## src/rtl/mipsfpga_ahb_arbiter_n.sv

```systemverilog
// N-master AHB arbiter: fixed-priority or round-robin, burst-aware
// re-arbitration, lock hold, and HREADY-qualified master handoff.
module mipsfpga_ahb_arbiter_n #(
    parameter int unsigned NUM_MASTERS    = 4,
    parameter int unsigned ARB_MODE       = 0,
    parameter int unsigned DEFAULT_MASTER = 0
) (
    input  logic                   HCLK,
    input  logic                   HRESETn,
    input  logic                   HREADY,
    input  logic [1:0]             HTRANS,
    input  logic [2:0]             HBURST,
    input  logic [1:0]             HRESP,
    input  logic [NUM_MASTERS-1:0] HBUSREQ,
    input  logic [NUM_MASTERS-1:0] HLOCK,
    output logic [NUM_MASTERS-1:0] HGRANT,
    output logic [3:0]             HMASTER,
    output logic                   HMASTLOCK
);

    localparam int unsigned IW = $clog2(NUM_MASTERS);
    localparam logic [IW-1:0] DEF_IDX = IW'(DEFAULT_MASTER);

    typedef enum logic [1:0] {
        TRANS_IDLE   = 2'd0,
        TRANS_BUSY   = 2'd1,
        TRANS_NONSEQ = 2'd2,
        TRANS_SEQ    = 2'd3
    } htrans_e;

    typedef enum logic [2:0] {
        BURST_SINGLE = 3'd0,
        BURST_INCR   = 3'd1,
        BURST_WRAP4  = 3'd2,
        BURST_INCR4  = 3'd3,
        BURST_WRAP8  = 3'd4,
        BURST_INCR8  = 3'd5,
        BURST_WRAP16 = 3'd6,
        BURST_INCR16 = 3'd7
    } hburst_e;

    htrans_e       trans;
    hburst_e       burst;
    logic [IW-1:0] grant_q, grant_d;
    logic [IW-1:0] rr_q, rr_d;
    logic [3:0]    hmaster_q, hmaster_d;
    logic          hmastlock_q, hmastlock_d;
    logic [3:0]    beats_q, beats_d;
    logic          incr_q, incr_d;
    logic [IW-1:0] winner;
    logic [IW-1:0] scan_idx;
    logic          found;
    logic          open_pt;
    logic          lock_hold;

    assign trans = htrans_e'(HTRANS);
    assign burst = hburst_e'(HBURST);

    always_comb begin
        winner   = DEF_IDX;
        found    = 1'b0;
        scan_idx = '0;
        if (ARB_MODE == 0) begin
            for (int unsigned i = 0; i < NUM_MASTERS; i++) begin
                if (!found && HBUSREQ[i]) begin
                    winner = IW'(i);
                    found  = 1'b1;
                end
            end
        end else begin
            // rr_q itself is visited last (k == NUM_MASTERS wraps onto it)
            for (int unsigned k = 1; k <= NUM_MASTERS; k++) begin
                scan_idx = IW'((32'(rr_q) + k) % NUM_MASTERS);
                if (!found && HBUSREQ[scan_idx]) begin
                    winner = scan_idx;
                    found  = 1'b1;
                end
            end
        end
    end

    always_comb begin
        open_pt = (trans == TRANS_IDLE)
               || (trans == TRANS_NONSEQ && burst == BURST_SINGLE)
               || (trans == TRANS_SEQ && beats_q == 4'd1)
               || (incr_q && !HBUSREQ[grant_q])
               || (HRESP != 2'b00);
        lock_hold = HLOCK[grant_q] && HBUSREQ[grant_q];
        if (!HRESETn) begin
            grant_d = DEF_IDX;
        end else if (open_pt && !lock_hold) begin
            grant_d = winner;
        end else begin
            grant_d = grant_q;
        end
        HGRANT          = '0;
        HGRANT[grant_d] = 1'b1;
    end

    always_comb begin
        beats_d     = beats_q;
        incr_d      = incr_q;
        hmaster_d   = hmaster_q;
        hmastlock_d = hmastlock_q;
        rr_d        = rr_q;
        // An error/retry/split response aborts the burst even while HREADY is low
        if (HRESP != 2'b00) begin
            beats_d = '0;
            incr_d  = 1'b0;
        end else if (HREADY) begin
            case (trans)
                TRANS_NONSEQ: begin
                    case (burst)
                        BURST_SINGLE, BURST_INCR:   beats_d = 4'd0;
                        BURST_WRAP4, BURST_INCR4:   beats_d = 4'd3;
                        BURST_WRAP8, BURST_INCR8:   beats_d = 4'd7;
                        BURST_WRAP16, BURST_INCR16: beats_d = 4'd15;
                    endcase
                    incr_d = (burst == BURST_INCR);
                end
                TRANS_SEQ: begin
                    if (beats_q != 4'd0) beats_d = beats_q - 4'd1;
                end
                TRANS_IDLE: begin
                    beats_d = '0;
                    incr_d  = 1'b0;
                end
                default: ;
            endcase
        end
        if (HREADY) begin
            hmaster_d   = 4'(grant_d);
            hmastlock_d = HLOCK[grant_d];
            rr_d        = grant_d;
        end
    end

    always_ff @(posedge HCLK) begin
        if (!HRESETn) begin
            grant_q     <= DEF_IDX;
            rr_q        <= DEF_IDX;
            hmaster_q   <= 4'(DEF_IDX);
            hmastlock_q <= 1'b0;
            beats_q     <= '0;
            incr_q      <= 1'b0;
        end else begin
            grant_q     <= grant_d;
            rr_q        <= rr_d;
            hmaster_q   <= hmaster_d;
            hmastlock_q <= hmastlock_d;
            beats_q     <= beats_d;
            incr_q      <= incr_d;
        end
    end

    assign HMASTER   = hmaster_q;
    assign HMASTLOCK = hmastlock_q;

endmodule

```

## config.mk

```make
export PLATFORM = sky130hd
export DESIGN_NAME = mipsfpga_ahb_arbiter_n
export DESIGN_NICKNAME = d
export VERILOG_FILES = /design/src/rtl/mipsfpga_ahb_arbiter_n.sv
export SDC_FILE = /design/constraint.sdc
export NUM_CORES = 1
export LEC_CHECK = 0
export CAP_MARGIN = 10
export CORE_MARGIN = 2
export CORE_UTILIZATION = 40
export DETAILED_ROUTE_END_ITERATION = 10
export GPL_TIMING_DRIVEN = 0
export PLACE_DENSITY = 0.73
export RECOVER_POWER = 25
export SYNTH_ARGS = -nofsm -noshare
export SYNTH_HDL_FRONTEND = slang
export SYNTH_SLANG_ARGS = --single-unit
```

## constraint.sdc

```tcl
create_clock -name HCLK -period 3.22 [get_ports HCLK]
set_clock_uncertainty 0.15 [all_clocks]
set_input_delay 0.644 -clock HCLK [delete_from_list [all_inputs] [get_ports HCLK]]
set_output_delay 0.644 -clock HCLK [all_outputs]
set_load 0.01 [all_outputs]
```

==> metrics.csv, run 1 <==
stage;metric;value;unit
layout;area_growth;53.9;%
status;violations;negative setup slack;
place;hpwl;1.42;mm
floorplanning;die_area;0.00233;mm²
sta;post-route-period-util;102;%
power;leakagePower;0.506;nW
layout;fillers;165;
place;port_buffers;22;
floorplanning;die_h;48.3;µm
floorplanning;die_w;48.3;µm
floorplanning;start_util;41.2;%
drt;routed-via-count;823;
clock_tree;cts_sinks;10;
status;status;finished, violations left;
layout;drive_gt1_share;30.3;%
sta;finalWorstSetupSlack;-78.4;ps
floorplanning;ios;27;
global_routing;grt.overflow.total;0;
layout;finish.utilization;63.5;%
sta;fmax;0.303;GHz
logic_synthesis;syn_avg_cell_area;8.35;µm²
global_routing;grt_pass1_wl;3.17;mm
sta;setup_violations;3;
global_routing;track_usage;20.0;%
logic_synthesis;yosysSeqAreaShare;25.5;%
logic_synthesis;synth_top_flop_cell;dfxtp_1;
run;drv_cap;0;
drt;wl;2.02;mm
sta;final.min_clock_period;3300;ps
place;placed_cell_area;0.00104;mm²
sta;hold_viol_final;0;
clock_tree;clkLatencyLatePin;270;ps
clock_tree;clkTransAtPathRegs;60;ps
power;power_density;274;mW/mm²
clock_tree;clockRootBuffer;clkbuf_4;
logic_synthesis;synthArstFlopShare;0;%
logic_synthesis;syn_inst;94;
sta;rsz0062_at_grt;true;
worst_setup_path;cp-end-kind;output port;
clock_tree;cts_buffers;3;
layout;diodes;0;
logic_synthesis;synth_edf_count;0;
clock_tree;cts_tree;done;
worst_setup_path;cp_max_fo;3;
worst_setup_path;cp-start-kind;input pin;
drt;drtIter0Drc;21;
drt;wl_per_cell;12.7;µm
logic_synthesis;ys_ff_latch;10;
layout;nets;158;
place;gp_congestion;0.768;
global_routing;grt_pass1_vias;788;
worst_setup_path;critical_path_arrival;2500;ps
worst_hold_path;hp-class;reg -> reg;
layout;final_cell_area;0.00121;mm²
sta;relSlewSlack;37.2;%
worst_setup_path;cp.required;2430;ps
floorplanning;core;0.00190;mm²
place;pre_cts_slack;-1160;ps
drt;drc;0;
sta;worst_pin_slew;928;ps
drt;viasPerCell;5.18;
drt;dr.pass1.iters;5;
clock_tree;cts_buffer_depth;2;
logic_synthesis;synth_warnings;0;
logic_synthesis;syn_area;785;µm²
sta;drv_slew;0;
worst_setup_path;crit_type;in -> out;
global_routing;antenna_found_initial;0;
logic_synthesis;ys_types;38;
global_routing;grt_max_degree;10;
floorplanning;rows;16;
drt;antenna_left;0;
power;ir_worst_vdd;0.194;mV
clock_tree;htree_levels;1;
per-layer routing:
| layer | GRT usage, % | wire length, µm | vias to the layer above |
|---|---|---|---|
| met4 | 12.4 | 72 | 0 |
| met2 | 37.6 | 1030 | 39 |
| met1 | 20.0 | 771 | 371 |
| met3 | 3.33 | 147 | 11 |
| met5 | 0 | 0 | - |
| li1 | - | - | 402 |
logic make-up after synthesis:
logic type | count (synthesis) | share of synthesized area [%]
flip-flops | 10 | 25.5
other | 1 | 0.478
AND/OR/NAND/NOR | 40 | 28.6
multiplexers | 9 | 13.9
XOR/XNOR | 1 | 1.12
AO/OA/AOI/OAI | 18 | 15.5
adder cells (fa/ha/maj) | 6 | 9.57
buffers and inverters | 9 | 5.42
area by class of cell:
cell class              instances  area (µm²)  share of cell area (%)
multi-input cells              76         591                    48.9
repair buffers                 34         313                    25.9
flip-flops and latches         10         200                    16.6
well taps                      27        33.8                    2.80
plain buffers                   4        23.8                    1.97
inverters                       5        23.8                    1.97
clock buffers                   3        22.5                    1.87
what timing repair did:
action | in CTS | in global routing
gates resized for setup | 60 | 1
hold buffers | 0 | 0
hold endpoints to repair | 0 | 0
setup buffers | 9 | 3
pin swaps | 5 | 1
endpoints found under the setup margin | 5 | 4
layout by cell type, fill, tap and decap left out, drive strengths merged, types with 2 or more instances in the layout:
| cell type | n |
|---|---|
| buf | 19 |
| nand2 | 11 |
| dlygate4sd2 | 11 |
| dfxtp | 10 |
| nor2 | 10 |
| o21ai | 7 |
| mux2i | 6 |
| ha | 6 |
| clkbuf | 6 |
| inv | 5 |
| a21oi | 4 |
| nand2b | 3 |
| and2b | 2 |
| nand3 | 2 |
| a211oi | 2 |
| nor3 | 2 |
| conb | 2 |
| clkdlybuf4s15 | 2 |
| dlygate4sd3 | 2 |
| mux2 | 2 |
| nand3b | 2 |
through the flow:
step	instances	hold slack (ps)	total power [mW]	TNS (ps)
global route	159	377	0.350	-313
floorplan	95	330	0.185	0
finish	159	325	0.331	-103
detailed placement	144	324	0.225	-5030
CTS	156	333	0.327	-217
global placement	144	317	0.223	-4700
cells in the mapped netlist, drive strengths merged (3+ instances only):
| cell type | instances | area [µm²] |
|---|---|---|
| dfxtp | 10 | 200 |
| mux2i | 6 | 63.8 |
| nor2 | 10 | 37.5 |
| ha | 6 | 75.1 |
| nand2b | 3 | 18.8 |
| inv | 5 | 18.8 |
| a21oi | 4 | 20.0 |
| o21ai | 7 | 38.8 |
| nand2 | 11 | 41.3 |
where the power goes:
group	leakage [nW]	internal [mW]	switching (mW)
Clock	0.0138	0.0433	0.0459
Sequential	0.0812	0.128	0.00368
Combinational	0.411	0.0618	0.0486
Total	0.506	0.233	0.0983
flip-flops by register name (all words and copies together), names as in the netlist:
name       count
HMASTER        2
HMASTLOCK      1
beats_q        4
grant_q        2
incr_q         1
critical path, stage by stage:
cell	delay [ps]
buf_8	80
inv_4	30
ha_4	140
or3_1	300
a311o_1	320
o21ai_4	230
mux2i_4	310
buf_6	120
and2b_2	210
buf_6	110
path summary, 6_finish.rpt:
check	start	to	slack, ps	cells past startpoint
worst max-delay path	HTRANS[1]	HGRANT[2]	-80	10
worst min-delay path	HMASTER[1]	HMASTER[1]	330	2
worst max register to register	beats_q[1]	HMASTLOCK	850	10
worst min register to register	HMASTER[1]	HMASTER[1]	330	2
(Power assumes the default switching activity.)
==> run 2, diff against run 1 <==
Settings changed: CORE_UTILIZATION 40 to 44, PLACE_DENSITY 0.73 to 0.76.
Clock period 3.22 ns to 3.1 ns, I/O delays scaled along.
==> run 2 against run 1 <==
Net effect: the run still ends with negative setup slack left; routed wire length increased by 6.1%; sequential share of layout area decreased by 0.80 points; worst hold slack got worse by 0.66 ps; final area increased by 5.1%; power increased by 6.5%; register-to-register slack got worse by 210 ps; setup slack got worse by 140 ps; global-route usage increased by 2.0 points; critical endpoint unchanged; largest cell class unchanged; highest routed layer unchanged.
==> metrics.csv, run 2 (synthesis results as in run 1) <==
stage;metric;value;unit
sta;whs;324;ps
layout;fillers;125;
place;hpwl;1.32;mm
worst_setup_path;cp-end-kind;output port;
sta;fin_setup_tns;-708;ps
layout;drive_gt1_share;34.6;%
layout;diodes;0;
worst_setup_path;cp_max_fo;3;
place;gp_congestion;0.760;
worst_setup_path;crit_start;HTRANS[1];
layout;top_register;beats_q;
sta;setup_violations;4;
worst_setup_path;r2r_cells;10;
worst_setup_path;cp.required;2330;ps
sta;worst_pin_slew;909;ps
clock_tree;cts_hold_buf;0;
global_routing;grt_pass1_vias;774;
status;status;finished, violations left;
worst_setup_path;crit_type;in -> out;
sta;finalWorstSetupSlack;-213;ps
worst_hold_path;holdPathStages;2;
worst_hold_path;hp-class;reg -> reg;
worst_setup_path;worstSetupEndpoint;HGRANT[2];
sta;fmax;0.302;GHz
sta;hold_viol_final;0;
clock_tree;htree_levels;1;
clock_tree;cts_sinks;10;
global_routing;track_usage;22.0;%
power;leakagePower;0.547;nW
drt;antenna_left;0;
floorplanning;rows;15;
layout;area_growth;61.7;%
layout;final_common_cell;buf_4;
floorplanning;core;0.00171;mm²
global_routing;grt_pass1_wl;3.24;mm
layout;instances_no_fill;161;
place;dpl.cell_count;142;
sta;post-route-period-util;107;%
floorplanning;start_util;45.9;%
drt;wl;2.14;mm
power;p_total;0.353;mW
clock_tree;clockRootBuffer;clkbuf_4;
floorplanning;die_w;46.2;µm
clock_tree;cts_tree;done;
run;drv_cap;0;
global_routing;grt_max_degree;10;
floorplanning;ios;27;
drt;viasPerCell;5.21;
global_routing;top_usage_layer;met2;
clock_tree;cts_buffers;3;
sta;final.min_clock_period;3310;ps
drt;drc;0;
clock_tree;cts_buffer_depth;2;
layout;multi_input_area;606;µm²
floorplanning;die_area;0.00214;mm²
layout;largest_register_ffs;4;
sta;rsz0062_at_grt;true;
global_routing;grt.overflow.total;0;
clock_tree;clkLatencyLatePin;280;ps
drt;routed-via-count;839;
global_routing;met1_usage;21.0;%
worst_setup_path;reg2reg_to;HMASTLOCK;
worst_setup_path;critical_path_arrival;2540;ps
drt;wl_per_cell;13.3;µm
layout;nets;162;
drt;drtIter0Drc;9;
floorplanning;die_h;46.2;µm
drt;dr.pass1.iters;4;
global_routing;use_met3;6.67;%
sta;drv_slew;0;
power;ir_worst_vdd;0.237;mV
layout;layout_common_cells;buf_4, nand2_1, dfxtp_1, nor2_1;
worst_setup_path;rrSetupSlack;640;ps
status;violations;negative setup slack;
worst_setup_path;cp-start-kind;input pin;
layout;final-seq-area;200;µm²
worst_setup_path;regToRegStartpoint;beats_q[1];
sta;relSlewSlack;38.5;%
power;power_density;278;mW/mm²
global_routing;antenna_found_initial;0;
place;port_buffers;22;
clock_tree;clkTransAtPathRegs;60;ps
global_routing;grt_use_met2;40.3;%
==> run 2: through the flow <==
| stage | setup slack [ps] | utilization, % | instance area (µm²) |
|---|---|---|---|
| after global placement | -1110 | 61.8 | 1050 |
| after CTS | -211 | 70.7 | 1210 |
| after global routing | -280 | 74.3 | 1270 |
| after detailed placement | -1130 | 61.8 | 1050 |
| final | -213 | 74.3 | 1270 |
| after floorplan | 11.5 | - | 803 |
==> run 2: critical path, stage by stage <==
cell and delay [ps]:
buf_8 100, buf_6 120, ha_4 150, nor4b_2 150, a311o_1 370, o21ai_4 250
mux2i_4 320, buf_6 130, and2b_2 210, buf_6 110
==> run 2: power by group <==
group / internal [mW] / switching, mW
Sequential: 0.133 / 0.00369
Combinational: 0.0705 / 0.0538
Clock: 0.0450 / 0.0469
==> run 2: how the worst min path moves through the flow <==
stage                     startpoint          to  slack, ps
after floorplan               incr_q      incr_q        330
final                     HMASTER[1]  HMASTER[1]        320
after CTS                 HMASTER[1]  HMASTER[1]        330
after detailed placement  HMASTER[1]  HMASTER[1]        320
after global placement    HMASTER[1]  HMASTER[1]        310
after global routing      HMASTER[1]  HMASTER[1]        380
==> run 2: per-layer routing <==
metal,wire length [µm],up-vias
li1,-,409
met2,1090,37
met3,141,11
met4,77,0
met1,834,382
met5,0,-
==> run 2: area by class of cell <==
class	instances	share of cell area (%)
inverter	5	1.87
buffer	4	1.87
tap	25	2.47
multi-input combinational	76	47.7
timing repair buffer	38	28.5
sequential	10	15.8
clock buffer	3	1.78
==> run 2: what timing repair did <==
item | 4_1_cts | 5_1_grt
setup buffers | 11 | 5
endpoints found under the setup margin | 5 | 4
resized for setup | 53 | 7
pin swaps | 4 | 3
